--- config.mk ---
export PLATFORM = sky130hd
export DESIGN_NAME = tlc_latch_receiver
export DESIGN_NICKNAME = d
export VERILOG_FILES = /design/src/rtl/tlc_latch_receiver.sv
export SDC_FILE = /design/constraint.sdc
export NUM_CORES = 2
export LEC_CHECK = 0
export BUFFER_PORTS_ARGS = -buffer_cell sky130_fd_sc_hd__buf_2
export CORE_AREA = 2 2 609 611
export DETAILED_ROUTE_END_ITERATION = 8
export DIE_AREA = 0 0 611 613
export SLEW_MARGIN = 10
export SYNTH_ARGS = -nofsm -noshare
export SYNTH_HDL_FRONTEND = slang
export SYNTH_SLANG_ARGS = --single-unit
--- constraint.sdc ---
create_clock -name CLK_10M -period 2.1 [get_ports CLK_10M]
set_input_delay 0.21 -clock CLK_10M [delete_from_list [all_inputs] [get_ports CLK_10M]]
set_output_delay 0.21 -clock CLK_10M [all_outputs]
set_load 0.005 [all_outputs]
--- src/rtl/tlc_latch_receiver.sv ---
// Receiver for the SCLK/SDI/LAT LED-driver protocol: oversamples the pins, assembles
// 769-bit frames and decodes them into grayscale or control latches on each LAT rise.
module tlc_latch_receiver #(
   parameter int         LATCH_SIZE = 769,
   parameter logic [7:0] CTRL_HDR   = 8'h96
) (
   input  logic                  CLK_10M,
   input  logic                  nReset,
   input  logic                  SCLK,
   input  logic                  SDI,
   input  logic                  LAT,
   output logic                  sout,
   output logic [LATCH_SIZE-2:0] gs_data,
   output logic [LATCH_SIZE-2:0] ctrl_data,
   output logic                  gs_valid,
   output logic                  ctrl_valid,
   output logic                  frame_err,
   output logic                  hdr_err,
   output logic [9:0]            bit_count
);

   localparam int          MSB       = LATCH_SIZE - 1;
   localparam logic [9:0]  COUNT_MAX = 10'h3FF;
   localparam logic [9:0]  FRAME_LEN = 10'(LATCH_SIZE);

   logic [1:0] sclk_sync, sdi_sync, lat_sync;
   logic       sclk_hist, lat_hist;
   logic       sclk_rise, lat_rise;

   logic [MSB:0] shreg, shreg_next;
   logic [9:0]   count_next;
   logic         is_ctrl, hdr_ok;

   // SDI gets the same two-stage depth as SCLK so the sampled bit lines up with its clock edge.
   // NOTE: every clocked register is written with <= so all flops see pre-edge values.
   always_ff @(posedge CLK_10M or negedge nReset) begin
      if (!nReset) begin
         sclk_sync <= '0;
         sdi_sync  <= '0;
         lat_sync  <= '0;
         sclk_hist <= 1'b0;
         lat_hist  <= 1'b0;
      end else begin
         sclk_sync <= {sclk_sync[0], SCLK};
         sdi_sync  <= {sdi_sync[0], SDI};
         lat_sync  <= {lat_sync[0], LAT};
         sclk_hist <= sclk_sync[1];
         lat_hist  <= lat_sync[1];
      end
   end

   assign sclk_rise = sclk_sync[1] & ~sclk_hist;
   assign lat_rise  = lat_sync[1] & ~lat_hist;

   // A shift coinciding with a latch is folded in first, so decode and length check see it.
   always_comb begin
      shreg_next = shreg;
      count_next = bit_count;
      if (sclk_rise) begin
         shreg_next = {shreg[MSB-1:0], sdi_sync[1]};
         count_next = (bit_count == COUNT_MAX) ? COUNT_MAX : bit_count + 10'd1;
      end
   end

   assign is_ctrl = shreg_next[MSB];
   assign hdr_ok  = (shreg_next[MSB-1 -: 8] == CTRL_HDR);

   // NOTE: the wide shift and payload registers are plain flops, not RAM, so they take the async clear.
   always_ff @(posedge CLK_10M or negedge nReset) begin
      if (!nReset) begin
         shreg      <= '0;
         bit_count  <= '0;
         gs_data    <= '0;
         ctrl_data  <= '0;
         gs_valid   <= 1'b0;
         ctrl_valid <= 1'b0;
         frame_err  <= 1'b0;
         hdr_err    <= 1'b0;
      end else begin
         shreg      <= shreg_next;
         gs_valid   <= 1'b0;
         ctrl_valid <= 1'b0;
         frame_err  <= 1'b0;
         hdr_err    <= 1'b0;
         if (lat_rise) begin
            bit_count <= '0;
            frame_err <= (count_next != FRAME_LEN);
            if (!is_ctrl) begin
               gs_data  <= shreg_next[MSB-1:0];
               gs_valid <= 1'b1;
            end else if (hdr_ok) begin
               ctrl_data  <= shreg_next[MSB-1:0];
               ctrl_valid <= 1'b1;
            end else begin
               hdr_err <= 1'b1;
            end
         end else begin
            bit_count <= count_next;
         end
      end
   end

   assign sout = shreg[MSB];

endmodule

Yosys cells after proc, flatten, opt, wreduce, memory -nomap -nowiden --
Cells that the tools add are included.
Word-level totals: bits in registers 2327, word-level logic and storage cells 37, input bits 5, output and inout bits 1551
Operators by class: multiplexer cells 13, add/subtract/negate cells 1, equal/unequal tests 3, reductions and logical operators 2, bitwise logic cells 5
Operators with widths (number):
- 769-bit two-way mux | 1
- 10-bit two-way mux | 3
- 10-bit by 1-bit adder with 10-bit output, second input constant | 1
- 10-bit == test, second input constant | 1
- 10-bit != test, second input constant | 1
- 1-bit two-way mux | 9
- 8-bit == test, second input constant | 1
- 1-bit inverter | 3
- 3-bit AND reduction | 1
- 1-bit bitwise AND | 2
- 2-bit AND reduction | 1

Depth between registers and ports, before layout --
depth after elaboration 7, depth in mapped cells 9, mapped depth without buffers 6

Worst setup path after synthesis --
No wires, ideal clock.
path kind reg-to-reg, start register shreg[766], end register ctrl_data[10], slack -0.032 ns, data required time 1.969 ns, buffers on the path 3, library setup time 0.131 ns, stages on the path, launching flop included 8, period minus slack after synthesis 2.132 ns, arrival 2.001 ns, cell sequence dfrtp_1 nor4bb_1 nand4b_1 a2111oi_4 buf_2 buf_2 buf_2 a21oi_1
On the way: cells in the longest elaborated chain, start to end 3
Ends and longest elaborated chain:
- from (decl) | line 30 | logic [MSB:0] shreg, shreg_next;
- from (signal assigned) | line 80 | shreg <= shreg_next;
- 769-bit two-way mux | line 59 | if (sclk_rise) begin
- 8-bit == test | line 66 | assign hdr_ok = (shreg_next[MSB-1 -: 8] == CTRL_HDR);
- 3-bit AND reduction (no line)
- to (signal assigned) | line 92 | ctrl_data <= shreg_next[MSB-1:0];
- to (decl) | line 14 | output logic [LATCH_SIZE-2:0] ctrl_data,
Every way passes these cells. A chain may end at the register's enable or synchronous reset.

Final worst setup path --
start register shreg[764], end register ctrl_data[455]
The elaborated chain is that of the path after synthesis.

==> metrics <==
status finished, violations left; failing checks setup timing; Initial Util 0.230; Post-Syn Area 84700 um2; full die area 375000 um2; Yosys warning total 0; Tcrit/Tclk final 1.18; Compound-Gate Fraction of Synth Area 0.0915; CTS H-tree lvls 5; Fillers 37800; final-report hold violation count 0; final antenna-violating net count 0; Clock Skew 45.6 ps; CTS tree yes; Worst Path Arrival 3250 ps; post-synthesis simple-gate area fraction 0.0720; Final Total Pwr 0.104 W; fraction of layout instances using a drive strength above 1 0.290; drt drc 0; XOR/XNOR Fraction of Synth Area 0.000207; GP Congestion 0.883; area growth from synthesis to layout 34.8%; CP Class register to register; 1st-pass router iterations 5; syn nets 7437; initial antenna violation count 4; critical path startpoint category register; First DRT Iteration DRCs 4594; Clock Latency Late Sink 880 ps; post-synthesis mux area share 0.0914; post-route cell area 114000 um2; Total Routed Length 345 mm; IO Pins 1556; maximum resistive drop on vdd 0.557 mV; Final min period 2480 ps; CP max FO 12; total gr overflow 0; CTS root buffer clkbuf_16; worst hold slack 173 ps; Rel. slew slack 0.317; largest net degree at the start of global routing 87; Setup WS pre-CTS -507 ps; Pleak 63.0 nW; Die Ht 613 um; vias per cell 4.20; Max Fclk 0.403 GHz; Clk pin slew, worst setup/hold paths 60 ps; Slew @ Worst Pin 996 ps; most common cell after layout, fill and taps aside dfrtp_1; core box area 368000 um2; TritonCTS Sinks 2327; Die X 611 um; crit end category register; Cells after Synth 7431; vias in the first global route 61100; worst hold path class input pin to register; number of synthesized register bits 2327; Max Slew Vio Count 0; Synth cell types 33; CTS buffer count 269; Seq/Total Area, Yosys 0.687; Area after DPL 104000 um2; DR WL/cell 23.4 um; CTS Buffer Depth 4; CP required 2870 ps; setup ws final -380 ps; NumNets Final 9685; first-pass GRT wire length 476 mm; Post-Synth Adder-Cell Area 0.000148; Power Density 910 nW/um2; Mean Syn Cell Area 11.4 um2; RSZ-0062 raised after global routing yes; count of input and output buffers 1555; final setup violation count 1558; Row Count 223; GRT Util Overall 0.177; main combinational cell family by area after synthesis compound AO/OA/AOI/OAI gates; Via Count 61900; commonest non-fill, non-tap cells in the layout 2327 x dfrtp_1, 1554 x buf_2, 1513 x a21oi_1, 1506 x nor2_1, 763 x inv_1; Maximum Capacitance Violations 0; post-detail-place hpwl 272 mm
[layout make-up]
cell class              count  area, um2  area share
diodes                      2       5.00   0.0000438
clock buffers             374       7660      0.0671
clock inverters            91       1110     0.00976
inverters                 763       2860      0.0251
multi-input cells        3914      21800       0.191
flip-flops and latches   2327      58200       0.510
well taps                4837       6050      0.0530
repair buffers           2404      16500       0.145
[sequential cells by signal, summed over array words and instances (netlist names)]
signal      cells
frame_err       1
ctrl_valid      1
sclk_sync       2
gs_data       768
hdr_err         1
shreg         769
sclk_hist       1
gs_valid        1
bit_count      10
ctrl_data     768
lat_hist        1
sdi_sync        2
lat_sync        2
[logic make-up after synthesis]
kind of cell / after synthesis
fa+ha+maj: 1
compound gates: 1541
mux: 772
xor+xnor: 2
flops: 2327
buf+inv: 1190
simple gates: 1598
[what timing repair did]
action	CTS	global route
hold endpoints to repair	1769	0
gates resized for setup	35	78
gates cloned	6	15
setup buffers	11	9
endpoints found under the setup margin	1612	1863
pin swaps	2	4
hold buffers	7	0
[report_power, final]
part | switching [W] | internal [W] | total, W
Combinational | 0.00585 | 0.00301 | 0.00886
Sequential | 0.00119 | 0.0467 | 0.0479
Clock | 0.0196 | 0.0275 | 0.0472
Total | 0.0267 | 0.0773 | 0.104
[critical path: stages (launching register included)]
cell and delay, ps:
dfrtp_1 380, nor4bb_2 280, nand4b_1 230, a2111oi_4 450, buf_4 220, buf_12 190, buf_16 210, buf_4 190
nor2_1 50, a21oi_1 120
[path summary, 6_finish.rpt]
check / endpoint / cells after the start / from / slack (ps)
worst max-delay path: ctrl_data[455] / 9 / shreg[764] / -380
worst min-delay path: lat_sync[0] / 2 / LAT / 170
worst max register to register: ctrl_data[455] / 9 / shreg[764] / -380
worst min register to register: sdi_sync[1] / 0 / sdi_sync[0] / 360
max in group asynchronous: shreg[452] / 3 / nReset / 630
min in group asynchronous: ctrl_data[7] / 3 / nReset / 290
[metrics by stage]
step                cells   util  TNS (ps)
floorplan            7431      -         0
global route        14700  0.311   -662160
global placement    14200  0.283   -354580
CTS                 14700  0.309   -399320
detailed placement  14200  0.283   -413630
finish              14700  0.311   -336070
[Yosys cell counts (all sizes together)]
| master | count | area (um2) |
|---|---|---|
| a211oi | 2 | 15.0 |
| ha | 1 | 12.5 |
| a2111oi | 1 | 27.5 |
| nand2 | 28 | 105 |
| and2 | 3 | 18.8 |
| nor2b | 6 | 37.5 |
| inv | 763 | 2860 |
| buf | 326 | 1630 |
| a21oi | 1526 | 7640 |
| xnor2 | 1 | 8.76 |
| nand2b | 3 | 18.8 |
| o21ba | 1 | 10.0 |
| mux2 | 11 | 124 |
| nor4 | 3 | 18.8 |
| nand4 | 4 | 25.0 |
| nor4bb | 2 | 20.0 |
| nor3 | 7 | 35.0 |
| nor2 | 1530 | 5740 |
| xor2 | 1 | 8.76 |
| and4 | 1 | 8.76 |
| or2 | 4 | 25.0 |
| or3 | 1 | 6.26 |
| dfrtp | 2327 | 58200 |
| mux2i | 761 | 7620 |
| nand4b | 3 | 26.3 |
| a31oi | 4 | 25.0 |
| clkbuf | 101 | 379 |
| and3 | 1 | 6.26 |
| o21ai | 7 | 35.0 |
| nand3 | 2 | 10.0 |
[metal layers]
layer  vias up  track usage  routed length, um
met3       528       0.0629              29200
met4         0       0.0819              18000
met5         -            0                  0
li1      28600            -                  -
met1     30900        0.213             138000
met2      1763        0.281             160000
Note: power is estimated with default switching activity, not from simulation.
